<file path="src/rtl/memory_access_arbiter.sv">
// Round-robin arbiter that shares one memory's read and write channels among NUM_REQ requesters.
// One transaction is outstanding at a time; responses are routed back to the issuing requester.
module memory_access_arbiter #(
    parameter int NUM_REQ         = 4,
    parameter int VIRT_ADDR_WIDTH = 32,
    parameter int DATA_WIDTH      = 64,
    parameter int TIMEOUT_CYCLES  = 64
) (
    input  logic                                 clk,
    input  logic                                 rst,
    input  logic [NUM_REQ-1:0]                   req_valid,
    input  logic [NUM_REQ-1:0]                   req_write,
    input  logic [NUM_REQ*VIRT_ADDR_WIDTH-1:0]   req_addr,
    input  logic [NUM_REQ*(DATA_WIDTH/8)-1:0]    req_mask,
    input  logic [NUM_REQ*DATA_WIDTH-1:0]        req_wdata,
    output logic [NUM_REQ-1:0]                   req_ready,
    output logic [NUM_REQ-1:0]                   rsp_valid,
    output logic [DATA_WIDTH-1:0]                rsp_data,
    output logic [3:0]                           rsp_status,
    input  logic [NUM_REQ-1:0]                   rsp_ready,
    output logic                                 mem_read_req_valid,
    output logic [VIRT_ADDR_WIDTH-1:0]           mem_read_req_addr,
    output logic [DATA_WIDTH/8-1:0]              mem_read_req_mask,
    input  logic                                 mem_read_req_ready,
    input  logic                                 mem_read_resp_valid,
    input  logic [DATA_WIDTH-1:0]                mem_read_resp_data,
    input  logic [3:0]                           mem_read_resp_status,
    output logic                                 mem_read_resp_ready,
    output logic                                 mem_write_req_valid,
    output logic [VIRT_ADDR_WIDTH-1:0]           mem_write_req_addr,
    output logic [DATA_WIDTH/8-1:0]              mem_write_req_mask,
    output logic [DATA_WIDTH-1:0]                mem_write_req_data,
    input  logic                                 mem_write_req_ready,
    input  logic                                 mem_write_resp_valid,
    input  logic [3:0]                           mem_write_resp_status,
    output logic                                 mem_write_resp_ready,
    output logic                                 busy,
    output logic [7:0]                           drop_count
);

    localparam int MASK_WIDTH = DATA_WIDTH / 8;
    localparam int IDX_W      = $clog2(NUM_REQ);
    localparam int TMR_W      = $clog2(TIMEOUT_CYCLES) + 1;

    localparam logic [1:0] ST_IDLE   = 2'd0;
    localparam logic [1:0] ST_ISSUE  = 2'd1;
    localparam logic [1:0] ST_WAIT   = 2'd2;
    localparam logic [1:0] ST_RETURN = 2'd3;

    logic [1:0]                 state_q, state_d;
    logic [IDX_W-1:0]           last_grant_q, last_grant_d;
    logic [IDX_W-1:0]           owner_q, owner_d;
    logic                       write_q, write_d;
    logic [VIRT_ADDR_WIDTH-1:0] addr_q, addr_d;
    logic [MASK_WIDTH-1:0]      mask_q, mask_d;
    logic [DATA_WIDTH-1:0]      wdata_q, wdata_d;
    logic [DATA_WIDTH-1:0]      rdata_q, rdata_d;
    logic [3:0]                 status_q, status_d;
    logic [TMR_W-1:0]           timer_q, timer_d;
    logic [7:0]                 drop_q, drop_d;

    logic [VIRT_ADDR_WIDTH-1:0] addr_slot  [NUM_REQ];
    logic [MASK_WIDTH-1:0]      mask_slot  [NUM_REQ];
    logic [DATA_WIDTH-1:0]      wdata_slot [NUM_REQ];

    logic                       grant_found;
    logic [IDX_W-1:0]           grant_idx;
    logic [IDX_W-1:0]           cand_idx;
    int                         cand;
    logic [8:0]                 drop_sum;
    logic                       in_idle;
    logic                       mem_req_accepted;
    logic                       mem_resp_seen;

    for (genvar gi = 0; gi < NUM_REQ; gi++) begin : g_slot
        assign addr_slot[gi]  = req_addr[gi*VIRT_ADDR_WIDTH +: VIRT_ADDR_WIDTH];
        assign mask_slot[gi]  = req_mask[gi*MASK_WIDTH +: MASK_WIDTH];
        assign wdata_slot[gi] = req_wdata[gi*DATA_WIDTH +: DATA_WIDTH];
    end

    // Scan from the farthest candidate back to last_grant+1 so the nearest valid one wins.
    always_comb begin
        grant_found = 1'b0;
        grant_idx   = '0;
        cand        = 0;
        cand_idx    = '0;
        for (int k = NUM_REQ; k >= 1; k--) begin
            cand     = (int'(last_grant_q) + k) % NUM_REQ;
            cand_idx = IDX_W'(cand);
            if (req_valid[cand_idx]) begin
                grant_found = 1'b1;
                grant_idx   = cand_idx;
            end
        end
    end

    assign in_idle          = (state_q == ST_IDLE);
    assign drop_sum         = {1'b0, drop_q} + {8'd0, mem_read_resp_valid}
                              + {8'd0, mem_write_resp_valid};
    assign mem_req_accepted = write_q ? mem_write_req_ready : mem_read_req_ready;
    assign mem_resp_seen    = write_q ? mem_write_resp_valid : mem_read_resp_valid;

    always_comb begin
        state_d      = state_q;
        last_grant_d = last_grant_q;
        owner_d      = owner_q;
        write_d      = write_q;
        addr_d       = addr_q;
        mask_d       = mask_q;
        wdata_d      = wdata_q;
        rdata_d      = rdata_q;
        status_d     = status_q;
        timer_d      = timer_q;
        drop_d       = drop_q;
        case (state_q)
            ST_IDLE: begin
                // Responses are only counted as strays while idle.
                drop_d = drop_sum[8] ? 8'hFF : drop_sum[7:0];
                if (grant_found) begin
                    owner_d = grant_idx;
                    write_d = req_write[grant_idx];
                    addr_d  = addr_slot[grant_idx];
                    mask_d  = mask_slot[grant_idx];
                    wdata_d = wdata_slot[grant_idx];
                    state_d = ST_ISSUE;
                end
            end
            ST_ISSUE: begin
                if (mem_req_accepted) begin
                    timer_d = '0;
                    state_d = ST_WAIT;
                end
            end
            ST_WAIT: begin
                timer_d = timer_q + 1'b1;
                if (mem_resp_seen) begin
                    status_d = write_q ? mem_write_resp_status : mem_read_resp_status;
                    rdata_d  = write_q ? '0 : mem_read_resp_data;
                    state_d  = ST_RETURN;
                end else if (timer_q == TMR_W'(TIMEOUT_CYCLES - 1)) begin
                    status_d = 4'hF;
                    rdata_d  = '0;
                    state_d  = ST_RETURN;
                end
            end
            ST_RETURN: begin
                if (rsp_ready[owner_q]) begin
                    last_grant_d = owner_q;
                    state_d      = ST_IDLE;
                end
            end
            default: state_d = ST_IDLE;
        endcase
    end

    always_ff @(posedge clk) begin
        if (rst) begin
            state_q      <= ST_IDLE;
            last_grant_q <= IDX_W'(NUM_REQ - 1);
            owner_q      <= '0;
            write_q      <= 1'b0;
            addr_q       <= '0;
            mask_q       <= '0;
            wdata_q      <= '0;
            rdata_q      <= '0;
            status_q     <= '0;
            timer_q      <= '0;
            drop_q       <= '0;
        end else begin
            state_q      <= state_d;
            last_grant_q <= last_grant_d;
            owner_q      <= owner_d;
            write_q      <= write_d;
            addr_q       <= addr_d;
            mask_q       <= mask_d;
            wdata_q      <= wdata_d;
            rdata_q      <= rdata_d;
            status_q     <= status_d;
            timer_q      <= timer_d;
            drop_q       <= drop_d;
        end
    end

    // Handshake outputs are forced to their idle values while reset is held.
    for (genvar gi = 0; gi < NUM_REQ; gi++) begin : g_port
        assign req_ready[gi] = !rst && in_idle && grant_found && (grant_idx == IDX_W'(gi));
        assign rsp_valid[gi] = !rst && (state_q == ST_RETURN) && (owner_q == IDX_W'(gi));
    end

    assign rsp_data   = rdata_q;
    assign rsp_status = status_q;
    assign busy       = !rst && !in_idle;
    assign drop_count = drop_q;

    assign mem_read_req_valid   = !rst && (state_q == ST_ISSUE) && !write_q;
    assign mem_read_req_addr    = addr_q;
    assign mem_read_req_mask    = mask_q;
    assign mem_read_resp_ready  = rst || in_idle || ((state_q == ST_WAIT) && !write_q);

    assign mem_write_req_valid  = !rst && (state_q == ST_ISSUE) && write_q;
    assign mem_write_req_addr   = addr_q;
    assign mem_write_req_mask   = mask_q;
    assign mem_write_req_data   = wdata_q;
    assign mem_write_resp_ready = rst || in_idle || ((state_q == ST_WAIT) && write_q);

endmodule
</file>
<file path="config.mk">
export PLATFORM = sky130hd
export DESIGN_NAME = memory_access_arbiter
export DESIGN_NICKNAME = d
export VERILOG_FILES = /design/src/rtl/memory_access_arbiter.sv
export SDC_FILE = /design/constraint.sdc
export NUM_CORES = 1
export LEC_CHECK = 0
export CAP_MARGIN = 20
export CORE_AREA = 2 2 288 290
export CTS_BUF_LIST = sky130_fd_sc_hd__clkbuf_16
export CTS_CLUSTER_SIZE = 12
export DETAILED_ROUTE_END_ITERATION = 12
export DIE_AREA = 0 0 290 292
export GPL_TIMING_DRIVEN = 0
export SLEW_MARGIN = 20
export SYNTH_ARGS = -nofsm -noshare
export SYNTH_HDL_FRONTEND = slang
export SYNTH_SLANG_ARGS = --single-unit
</file>
<file path="constraint.sdc">
create_clock -name clk -period 2.5 [get_ports clk]
set_input_delay 0.5 -clock clk [delete_from_list [all_inputs] [get_ports clk]]
set_output_delay 0.5 -clock clk [all_outputs]
set_load 0.02 [all_outputs]
</file>
# After elaboration in Yosys (flattened, before gate mapping)
# Index checks and enable logic that the tools add are counted.
dict set report classes {
  n_bitwise 1
  eq_ne 14
  mux 46
  magnitude_cmp 7
  reduce_logical 33
  n_addsub 7
}
# cell n
set ops {}
lappend ops {{$mux 64} 5}
lappend ops {{$bmux 64 s2} 1}
lappend ops {{$bmux 32 s2} 1}
lappend ops {{$mux 32} 2}
lappend ops {{$mux 8} 3}
lappend ops {{$lt 2x3->1 const B} 6}
lappend ops {{$mux 2} 9}
lappend ops {{$logic_and 1x1->1} 17}
lappend ops {{$bmux 8 s2} 1}
lappend ops {{$pmux 7 s2} 1}
lappend ops {{$bmux 1 s2} 6}
lappend ops {{$eq 2x2->1 const B} 6}
lappend ops {{$mux 1} 12}
lappend ops {{$mux 4} 3}
lappend ops {{$add 8x1->9} 1}
lappend ops {{$add 9x1->9} 1}
lappend ops {{$pmux 2 s4} 1}
lappend ops {{$reduce_and 2->1} 4}
lappend ops {{$add 7x1->7 const B} 1}
lappend ops {{$eq 7x6->1 const B} 1}
lappend ops {{$mux 7} 1}
lappend ops {{$eq 2x1->1 const B} 3}
lappend ops {{$logic_not 2->1} 3}
lappend ops {{$ne 2x2->1 const B} 3}
lappend ops {{9 further kinds} 16}
dict set report word_totals {
  output_inout_bits 233
  register_bits 194
  input_bits 506
}

# Logic depth before layout (Yosys ltp)
# Gate-level depths: netlist (run 1).
dict set report logic_depth {
  depth_word 11
  mapped_depth 8
  depth_no_buf 7
}

# Worst setup path before layout (run 1)
# No wires, ideal clock.
dict set report synth_path {
  kind {input to output}
  start {in req_valid[0]}
  end {out req_ready[2]}
  stages 7
  arrival_time_ps 1836
  path_buffers 2
  t_required_ps 2000
  path_slack_ps 164
  path_cell_list {o21a_1 > a211oi_2 > nand2_1 > or2_1 > buf_2 > clkbuf_1 > nor2_1}
}
dict set report synth_via {
  elab_chain_len 8
}
# element line_no
set synth_lines {}
lappend synth_lines {{from (decl)} 11} ;# input logic [NUM_REQ-1:0] req_valid,
lappend synth_lines {{$bmux 1 s2} 90} ;# if (req_valid[cand_idx]) begin
lappend synth_lines {{$mux 1 (not written as such)} 90}
lappend synth_lines {{$mux 2 or $mux 1 (tied branches) (4 in series)} 90}
lappend synth_lines {{$eq 2x2->1 or $logic_and 1x1->1 (tied branches)} 186} ;# assign req_ready[gi] = !rst && in_idle && grant_found && (grant_idx == IDX_W'(gi));
lappend synth_lines {{$logic_and 1x1->1 (*)} 186}
lappend synth_lines {{to (decl)} 16} ;# output logic [NUM_REQ-1:0] req_ready,
# Every way passes the cells marked *; elsewhere a longest branch is shown, timed or not. The select of a mux whose other input is x is not followed.

# Worst setup path in the final report (run 1)
dict set report layout_path {
  start {reg last_grant_q[0]}
  end {out req_ready[0]}
}
dict set report layout_via {
  elab_chain_len 9
}
# element line_no
set layout_lines {}
lappend layout_lines {{from (decl)} 51} ;# logic [IDX_W-1:0] last_grant_q, last_grant_d;
lappend layout_lines {{from (signal assigned)} 159} ;# last_grant_q <= IDX_W'(NUM_REQ - 1);
lappend layout_lines {{from (signal assigned)} 171} ;# last_grant_q <= last_grant_d;
lappend layout_lines {{$add 2x1->2} 88} ;# cand = (int'(last_grant_q) + k) % NUM_REQ;
lappend layout_lines {{$bmux 1 s2} 90}
lappend layout_lines {{$mux 1 (not written as such)} 90}
lappend layout_lines {{$mux 2 or $mux 1 (tied branches) (4 in series)} 90}
lappend layout_lines {{$logic_not 2->1 or $logic_and 1x1->1 (tied branches)} 186}
lappend layout_lines {{$logic_and 1x1->1 (*)} 186}
# Marked as above.

==> results by group, run 1 <==
Outcome
  – Status: finished with violations
  – Failing checks: setup timing

Yosys
  – Post-synth ARST share: 0
  – Yosys warning count: 0
  – Synth area leaders: dfxtp_1, mux2i_1, a211oi_1
  – Synth top area share: 0.365
  – Mapped Area: 0.0106 mm²
  – Sequential area share after synthesis: 0.365
  – Predominant post-synthesis flop cell: dfxtp_1
  – Seq cells post-synth: 194
  – Yosys top cell by area: dfxtp_1
  – Syn Nets: 1730
  – Mean Syn Cell Area: 8.75 µm²
  – Syn Inst Count: 1217
  – Synth unique cells: 46
  – EDFF count, synth: 0

Clocking
  – CTS tree: done
  – H-tree depth: 4
  – Clock root cell: clkbuf_16
  – Sink Count: 194
  – Clk_lat worst skew: 0.49 ns
  – TritonCTS Buffers: 17
  – Clock transition at path regs: 0.08 ns
  – Clk buf depth: 2

Drt
  – DR DRC count: 0
  – Via density: 4.14
  – Antenna Nets Post-Route: 0
  – WL/cell: 21.7 µm
  – Drt first pass iters: 5
  – Vias: 12700
  – Starting DRT DRC Count: 560
  – Drt total wl: 66500 µm

STA
  – Endpoints failing hold: 0
  – Worst Clk Skew: 0.0178 ns
  – Final worst slack: -0.00541 ns
  – Slew @ Worst Pin: 0.964 ns
  – Unrepaired setup endpoints after global routing: true
  – Final worst path period share: 1.00
  – Fmax: 399 MHz
  – Min cycle time layout: 2.51 ns
  – Final setup violation count: 1
  – Final TNS setup: -0.00541 ns
  – Min Hold Slack: 0.453 ns
  – Final Max Slew Viols: 0
  – Max-slew headroom: 0.357

Setup path
  – CP Launch Type: flop
  – Crit end category: primary output
  – Worst EP arrival: 2.01 ns
  – Critical Path RT: 2.00 ns
  – Crit path kind: reg -> out
  – Worst-path maximum fanout: 4

Place
  – Final HPWL DP: 53600 µm
  – Cells after DPL: 3026
  – Placer Congestion: 0.882
  – Port Buf Inserts: 738

Finish
  – FF/Latch Area: 0.00390 mm²
  – Final Non-Filler Cells: 3069
  – Area grow syn2layout: 91.7%
  – Net count, final: 2496
  – Multi-input gate area: 0.00591 mm²
  – Fillers: 8875
  – Layout cell share with drive strength beyond 1: 0.0897

Floorplan
  – Initial Util: 0.131
  – Core ar.: 0.0816 mm²
  – Die Span Y: 292 µm
  – Std-Cell Rows: 105
  – IO Pins: 739
  – Chip width: 290 µm
  – Die ar.: 0.0847 mm²

GRT
  – Number of global-route vias before repair: 12900
  – First-pass GRT wire length: 92800 µm
  – Pin count of the biggest net entering global routing: 20
  – Grt ovf: 0
  – Tot GR Track Use: 0.152
  – Initial antenna violation count: 6

Pwr
  – Design Power: 0.0163 W
  – Static Leak: 7.66 nW
  – Power share of the sequential group: 0.283
  – P_int: 0.00935 W
  – Sw Ratio: 0.426
  – Clk network pwr share: 0.184
  – Gate power share: 0.533
  – Max IR drop VDD: 459 µV
  – Power Dens Cells: 797 mW/mm²
  – Sw Pwr: 0.00693 W

Flow run
  – Max-cap viol count: 0

Worst hold path
  – Hold Crit Class: reg -> reg
final cells by class:
cell class	instances	share of cell area
diodes	4	0.000490
inverters	59	0.0111
flip-flops and latches	194	0.191
well taps	1070	0.0656
plain buffers	153	0.0456
multi-input cells	803	0.290
repair buffers	755	0.368
clock buffers	17	0.0208
clock inverters	14	0.00821
registers in the layout, summed over array words and instances, names as in the netlist, 2 cells and up:
name                count
mem_write_req_data     64
rsp_data               64
mem_read_req_addr      32
drop_count              8
mem_read_req_mask       8
timer_q                 7
rsp_status              4
last_grant_q            2
owner_q                 2
state_q                 2
metal layers:
metal / vias to the layer above / share of wire / track usage
met2: 593 / 0.47 / 0.248
met4: 4 / 0.027 / 0.0554
met1: 6050 / 0.43 / 0.193
li1: 5998 / - / -
met3: 72 / 0.075 / 0.0403
met5: - / 0.00035 / 0
cell usage after synthesis, types with 2 or more instances:
library cell  instances
nand2_1              78
a311o_1               2
o21bai_1             54
a31oi_1              54
nand4_1               2
buf_1                 6
clkbuf_1             80
nor2b_1               4
xnor2_1               4
xor2_1                2
mux2i_1             160
and3_1                3
a211oi_1            116
nand2b_1              4
ha_1                  6
or3_1                 2
buf_4                51
o21ai_0               4
inv_1                59
nor2_1               23
nor3b_1               3
a21boi_0              2
buf_6                 2
nand3b_1             51
o221ai_1             51
a21o_1                2
o22ai_1               4
a21oi_1              79
nand3_1              72
buf_2                22
nor3_1                6
dfxtp_1             194
or2_2                 2
cell usage in the layout (no fill, tap or decap), drive strengths merged, types with 5 or more instances in the layout:
cell	synthesis	layout
a211oi	117	117
a21oi	79	79
a31oi	54	54
buf	81	101
clkbuf	80	95
clkdlybuf4s50	0	720
clkinv	0	7
dfxtp	194	194
dlygate4sd2	0	7
ha	6	6
inv	59	64
mux2i	160	160
nand2	78	78
nand3	72	72
nand3b	51	51
nor2	23	23
nor3	6	6
o21ai	5	5
o21bai	54	54
o221ai	51	51
power by group through the flow:
stage,combinational [W],sequential [W],clock [W]
2_1_floorplan,0.00309,0.00537,0
3_3_place_gp,0.00843,0.00464,0
3_5_place_dp,0.00842,0.00465,0
4_1_cts,0.00876,0.00461,0.00315
5_1_grt,0.00920,0.00470,0.00323
6_report,0.00867,0.00461,0.00299
worst paths after layout:
path | endpoint | cells after the start | slack, ns | from
min reg2reg | rsp_data[46] | 2 | 0.45 | rsp_data[46]
max reg2reg | mem_write_req_data[24] | 8 | 0.14 | last_grant_q[0]
min | rsp_data[46] | 2 | 0.45 | rsp_data[46]
max | req_ready[0] | 6 | -0.005 | last_grant_q[0]
critical path, stage by stage, from the launching register on:
cell and delay (ns):
dfxtp_4 0.37, nor3b_4 0.23, a211oi_4 0.07, buf_4 0.15, or3_4 0.43, nor2_4 0.14, buf_6 0.12
through the flow:
step / worst slack (ns) / util / instance area [µm²]
global route: -0.127 / 0.250 / 20400
detailed placement: -2.38 / 0.238 / 19400
global placement: -2.31 / 0.237 / 19400
floorplan: 0.164 / - / 10600
CTS: -0.301 / 0.250 / 20400
finish: -0.00541 / 0.250 / 20400
kinds of logic after synthesis:
family,synth area share
AO/OA/AOI/OAI,0.248
multiplexers,0.153
AND/OR/NAND/NOR,0.122
adder cells (fa/ha/maj),0.00893
flip-flops,0.365
XOR/XNOR,0.00493
buffers and inverters,0.0995
timing repair:
item | in CTS | in global routing
endpoints found under the setup margin | 179 | 31
resized for setup | 133 | 27
pin swaps | 6 | 8
buffers inserted | 8 | 8
hold buffers | 0 | 0
No activity file was read; power rests on OpenSTA's default activity.
==> run 2, diff against run 1 <==
--- a/config.mk
+++ b/config.mk
@@ -12,6 +12,8 @@
 export DETAILED_ROUTE_END_ITERATION = 12
 export DIE_AREA = 0 0 290 292
 export GPL_TIMING_DRIVEN = 0
+export HOLD_SLACK_MARGIN = 0.06
+export MAX_ROUTING_LAYER = met4
 export SLEW_MARGIN = 20
 export SYNTH_ARGS = -nofsm -noshare
 export SYNTH_HDL_FRONTEND = slang
==> results by group, run 2 (synthesis gave the netlist of run 1 again) <==
Outcome
  – Status: finished with violations (unchanged)
  – Failing checks: setup timing (unchanged)

Drt
  – Drt total wl: 66300 µm (was 66500 µm)
  – DR DRC count: 0 (unchanged)
  – Starting DRT DRC Count: 565 (was 560)
  – Drt first pass iters: 5 (unchanged)
  – WL/cell: 21.6 µm (was 21.7 µm)
  – Via density: 4.15 (was 4.14)
  – Vias: 12700 (about the same)
  – Antenna Nets Post-Route: 0 (unchanged)

Pwr
  – Max IR drop VDD: 489 µV (was 459 µV)
  – Static Leak: 7.63 nW (was 7.66 nW)
  – Power Dens Cells: 797 mW/mm² (about the same)
  – Design Power: 0.0163 W (about the same)

GRT
  – Number of global-route vias before repair: 12900 (about the same)
  – Most Used Layer, Global Route: met2 (unchanged)
  – Pin count of the biggest net entering global routing: 22 (was 20)
  – Tot GR Track Use: 0.158 (was 0.152)
  – Initial antenna violation count: 10 (was 6)
  – First-pass GRT wire length: 93500 µm (was 92800 µm)
  – M1 GR Usage: 0.197 (was 0.193)
  – Grt ovf: 0 (unchanged)
  – Met3 Use GR: 0.0319 (was 0.0403)
  – Met2 Use GR: 0.254 (was 0.248)

Worst hold path
  – Hold Crit Class: reg -> reg (unchanged)

STA
  – Max-slew headroom: 0.370 (was 0.357)
  – Min cycle time layout: 2.57 ns (was 2.51 ns)
  – Worst Clk Skew: 0.0212 ns (was 0.0178 ns)
  – Final worst path period share: 1.03 (was 1.00)
  – Unrepaired setup endpoints after global routing: true (unchanged)
  – Fmax: 389 MHz (was 399 MHz)
  – Final worst slack: -0.0732 ns (was -0.00541 ns)
  – Final setup violation count: 8 (was 1)
  – Slew @ Worst Pin: 0.944 ns (was 0.964 ns)
  – Final Max Slew Viols: 0 (unchanged)
  – Endpoints failing hold: 0 (unchanged)

Clocking
  – Sink Count: 194 (unchanged)
  – Clk_lat worst skew: 0.51 ns (was 0.49 ns)
  – Clock transition at path regs: 0.09 ns (was 0.08 ns)
  – TritonCTS Buffers: 17 (unchanged)
  – H-tree depth: 4 (unchanged)
  – Clk buf depth: 2 (unchanged)
  – Clock root cell: clkbuf_16 (unchanged)
  – CTS tree: done (unchanged)

Setup path
  – Crit end category: primary output (unchanged)
  – Worst-path maximum fanout: 8 (was 4)
  – Worst EP arrival: 2.07 ns (was 2.01 ns)
  – CP Launch Type: flop (unchanged)
  – Critical Path RT: 2.00 ns (about the same)
  – Crit path kind: reg -> out (unchanged)

Finish
  – Area grow syn2layout: 91.9% (was 91.7%)
  – Commonest non-fill, non-tap cell in the layout: clkdlybuf4s50_1 (unchanged)
  – Design area: 0.0204 mm² (about the same)
  – Net count, final: 2497 (was 2496)
  – Commonest non-fill, non-tap cells in the layout: clkdlybuf4s50_1, dfxtp_1, mux2i_1, a211oi_1, a21oi_1 (unchanged)
  – Core Util, Final: 0.251 (was 0.250)
  – Layout cell share with drive strength beyond 1: 0.0921 (was 0.0897)

Floorplan
  – Chip width: 290 µm (unchanged)
  – Core ar.: 0.0816 mm² (unchanged)
  – Die Span Y: 292 µm (unchanged)
  – Std-Cell Rows: 105 (unchanged)
  – Initial Util: 0.131 (unchanged)
  – Die ar.: 0.0847 mm² (unchanged)
  – IO Pins: 739 (unchanged)

Place
  – Area after DPL: 0.0194 mm² (about the same)
  – Placer Congestion: 0.901 (was 0.882)
  – Port Buf Inserts: 738 (unchanged)
  – Final HPWL DP: 53100 µm (was 53600 µm)

Flow run
  – Max-cap viol count: 0 (unchanged)
-- run 2: path summary, 6_finish.rpt --
| check | slack (ns) | cells after the start | startpoint | end |
|---|---|---|---|---|
| worst max-delay path | -0.07 | 4 | state_q[1] | mem_write_req_valid |
| worst min register to register | 0.45 | 2 | rsp_data[28] | rsp_data[28] |
| worst max register to register | 0.13 | 7 | state_q[1] | mem_write_req_data[19] |
| worst min-delay path | 0.45 | 2 | rsp_data[28] | rsp_data[28] |
-- run 2: routing by layer --
layer | wire [µm] | vias up
met5 | 0 | -
met4 | 1600 | 0
met3 | 3930 | 68
met2 | 31500 | 602
met1 | 29300 | 6059
li1 | - | 6016
-- run 2: where the power goes --
group,internal (W),switching [W]
sequential,0.00391,0.000702
clock,0.00136,0.00167
combinational,0.00397,0.00468
total,0.00924,0.00705
-- run 2: per-stage QoR --
| stage | setup TNS [ns] | worst slack (ns) | std cells | hold slack (ns) |
|---|---|---|---|---|
| 2_1_floorplan | 0 | 0.164 | 1217 | 0.480 |
| 3_3_place_gp | -242.47 | -2.35 | 3025 | 0.437 |
| 4_1_cts | -1.60 | -0.320 | 3062 | 0.456 |
| 5_1_grt | -1.46 | -0.212 | 3072 | 0.471 |
| 6_report | -0.193 | -0.0732 | 3073 | 0.454 |
| 3_5_place_dp | -195.68 | -2.36 | 3025 | 0.443 |
-- run 2: critical path, cell delays in order, from the launching register on --
cell             delay (ns)
dfxtp_2                0.35
inv_1                  0.12
ha_2                   0.30
and3b_1                0.19
clkdlybuf4s50_1        0.62
-- run 2: area by class of cell --
class,count,area (µm²)
fillers,8853,61100
multi-input cells,803,5900
clock buffers,17,425
repair buffers,755,7520
clock inverters,15,179
diodes,6,15.0
plain buffers,154,947
inverters,59,224
well taps,1070,1340
flip-flops and latches,194,3890
-- run 2: what timing repair did --
action,in CTS,in global routing
endpoints found under the hold margin,0,0
gates resized for setup,140,19
hold buffers,0,0
setup buffers,9,8
pin swaps,5,10
endpoints found under the setup margin,159,54
==> run 3, diff against run 2 <==
--- a/config.mk
+++ b/config.mk
@@ -6,11 +6,12 @@
 export NUM_CORES = 1
 export LEC_CHECK = 0
 export CAP_MARGIN = 20
-export CORE_AREA = 2 2 288 290
+export CORE_AREA = 2 2 286 288
 export CTS_BUF_LIST = sky130_fd_sc_hd__clkbuf_16
 export CTS_CLUSTER_SIZE = 12
 export DETAILED_ROUTE_END_ITERATION = 12
-export DIE_AREA = 0 0 290 292
+export DIE_AREA = 0 0 288 290
+export DONT_BUFFER_PORTS = 1
 export GPL_TIMING_DRIVEN = 0
 export HOLD_SLACK_MARGIN = 0.06
 export MAX_ROUTING_LAYER = met4
==> results by group, run 3 (synthesis gave the netlist of run 1 again) <==
Outcome
  – Status: finished with violations (unchanged)
  – Failing checks: setup timing (unchanged)

Clocking
  – Clock root cell: clkbuf_16 (unchanged)
  – Clk_lat worst skew: 0.53 ns (was 0.51 ns)
  – CTS tree: done (unchanged)
  – Clk buf depth: 2 (unchanged)
  – TritonCTS Buffers: 17 (unchanged)
  – Clock transition at path regs: 0.10 ns (was 0.09 ns)
  – Sink Count: 194 (unchanged)
  – H-tree depth: 4 (unchanged)

STA
  – Slew @ Worst Pin: 0.928 ns (was 0.944 ns)
  – Max-slew headroom: 0.381 (was 0.370)
  – Unrepaired setup endpoints after global routing: true (unchanged)
  – Min Hold Slack: 0.114 ns (was 0.454 ns)
  – Final Max Slew Viols: 0 (unchanged)
  – Final worst slack: -0.167 ns (was -0.0732 ns)
  – Endpoints failing hold: 0 (unchanged)
  – Final setup violation count: 2 (was 8)
  – Worst Clk Skew: 0.0215 ns (was 0.0212 ns)
  – Fmax: 375 MHz (was 389 MHz)
  – Min cycle time layout: 2.67 ns (was 2.57 ns)
  – Final worst path period share: 1.07 (was 1.03)

Setup path
  – Worst-path maximum fanout: 8 (unchanged)
  – Worst r2r src: state_q[1] (unchanged)
  – Crit end category: primary output (unchanged)
  – Setup crit start: last_grant_q[0] (was state_q[1])
  – CP Launch Type: flop (unchanged)
  – Reg2Reg Depth: 9 (was 7)
  – Worst EP arrival: 2.17 ns (was 2.07 ns)
  – Critical Path RT: 2.00 ns (about the same)
  – Crit path kind: reg -> out (unchanged)

Pwr
  – Design Power: 0.0138 W (was 0.0163 W)
  – Static Leak: 4.89 nW (was 7.63 nW)
  – Power Dens Cells: 1040 mW/mm² (was 797 mW/mm²)
  – Gate power share: 0.353 (was 0.531)
  – Sw Ratio: 0.492 (was 0.433)
  – Max IR drop VDD: 538 µV (was 489 µV)
  – Sw Pwr: 0.00680 W (was 0.00705 W)
  – P_int: 0.00703 W (was 0.00924 W)
  – Power share of the sequential group: 0.420 (was 0.283)
  – Clk network pwr share: 0.227 (was 0.186)

Finish
  – FF/Latch Area: 0.00389 mm² (about the same)
  – Final Non-Filler Cells: 2349 (was 3073)
  – Core Util, Final: 0.166 (was 0.251)
  – Net count, final: 1769 (was 2497)
  – Commonest non-fill, non-tap cells in the layout: dfxtp_1, mux2i_1, a211oi_1, a21oi_1, nand2_1 (was clkdlybuf4s50_1, dfxtp_1, mux2i_1, a211oi_1, a21oi_1)
  – Multi-input gate area: 0.00595 mm² (was 0.00590 mm²)
  – Fillers: 9083 (was 8853)
  – Area grow syn2layout: 24.8% (was 91.9%)
  – Layout cell share with drive strength beyond 1: 0.142 (was 0.0921)
  – Commonest non-fill, non-tap cell in the layout: dfxtp_1 (was clkdlybuf4s50_1)

GRT
  – Tot GR Track Use: 0.144 (was 0.158)
  – Initial antenna violation count: 21 (was 10)
  – Pin count of the biggest net entering global routing: 25 (was 22)
  – Met2 Use GR: 0.223 (was 0.254)
  – Grt ovf: 0 (unchanged)
  – Most Used Layer, Global Route: met2 (unchanged)
  – Number of global-route vias before repair: 10200 (was 12900)
  – M1 GR Usage: 0.160 (was 0.197)
  – First-pass GRT wire length: 80500 µm (was 93500 µm)
  – Met3 Use GR: 0.0547 (was 0.0319)

Worst hold path
  – Hold Crit Class: in -> reg (was reg -> reg)
  – Hold path startpoint: mem_read_resp_data[58] (was rsp_data[28])
  – WHS Path Cells: 2 (unchanged)

Drt
  – Vias: 10400 (was 12700)
  – Drt total wl: 60800 µm (was 66300 µm)
  – Starting DRT DRC Count: 617 (was 565)
  – Drt first pass iters: 7 (was 5)
  – Antenna Nets Post-Route: 0 (unchanged)
  – WL/cell: 25.9 µm (was 21.6 µm)
  – DR DRC count: 0 (unchanged)
  – Via density: 4.44 (was 4.15)

Place
  – Cells after DPL: 2278 (was 3025)
  – Port Buf Inserts: 0 (was 738)
  – Placer Congestion: 0.988 (was 0.901)
  – Final HPWL DP: 48800 µm (was 53100 µm)

Floorplan
  – Chip width: 288 µm (was 290 µm)
  – Std-Cell Rows: 104 (was 105)
  – IO Pins: 739 (unchanged)
  – Die ar.: 0.0835 mm² (was 0.0847 mm²)
  – Initial Util: 0.133 (was 0.131)
  – Core ar.: 0.0802 mm² (was 0.0816 mm²)
  – Die Span Y: 290 µm (was 292 µm)

Flow run
  – Max-cap viol count: 0 (unchanged)
-- run 3: final timing paths --
kind,end,slack (ns)
setup reg to reg,mem_write_req_data[48],0.09
hold reg to reg,timer_q[5],0.53
setup / recovery,req_ready[1],-0.17
hold / removal,rsp_data[58],0.11
-- run 3: layer usage --
layer / up-vias / wire, µm / share of wire
li1: 4584 / - / -
met1: 5025 / 23800 / 0.39
met2: 716 / 28200 / 0.46
met3: 96 / 6120 / 0.10
met4: 0 / 2720 / 0.045
met5: - / 0 / 0
-- run 3: through the flow --
step	worst slack (ns)	area [µm²]	TNS [ns]
floorplan	0.164	10600	0
global placement	-1.35	12000	-137.07
detailed placement	-1.41	12000	-82.49
CTS	-0.270	13100	-1.02
global route	-0.279	13300	-0.789
finish	-0.167	13300	-0.331
-- run 3: area by class of cell --
cell class	instances	share of cell area
flip-flops and latches	194	0.293
well taps	1060	0.0998
clock inverters	15	0.0173
clock buffers	17	0.0320
diodes	20	0.00377
inverters	59	0.0167
repair buffers	28	0.0201
multi-input cells	803	0.448
plain buffers	153	0.0700
-- run 3: what timing repair did --
action	CTS	global route
endpoints found under the hold margin	13	0
endpoints found under the setup margin	153	45
cloned	0	0
setup buffers	6	8
hold buffers	13	0
resized for setup	86	27
pin swaps	7	10
-- run 3: critical path, cell delays in order, from the launching register on --
cell,delay [ns]
dfxtp_4,0.38
nor3b_4,0.23
a211oi_4,0.08
buf_6,0.14
or3_4,0.40
clkbuf_16,0.22
nor2_4,0.18
-- run 3: power by group through the flow --
stage	sequential (W)	combinational, W	clock (W)
final	0.00581	0.00488	0.00314
after global routing	0.00588	0.00528	0.00335
after CTS	0.00580	0.00488	0.00326
after detailed placement	0.00586	0.00459	0
after global placement	0.00586	0.00454	0
after floorplan	0.00537	0.00309	0
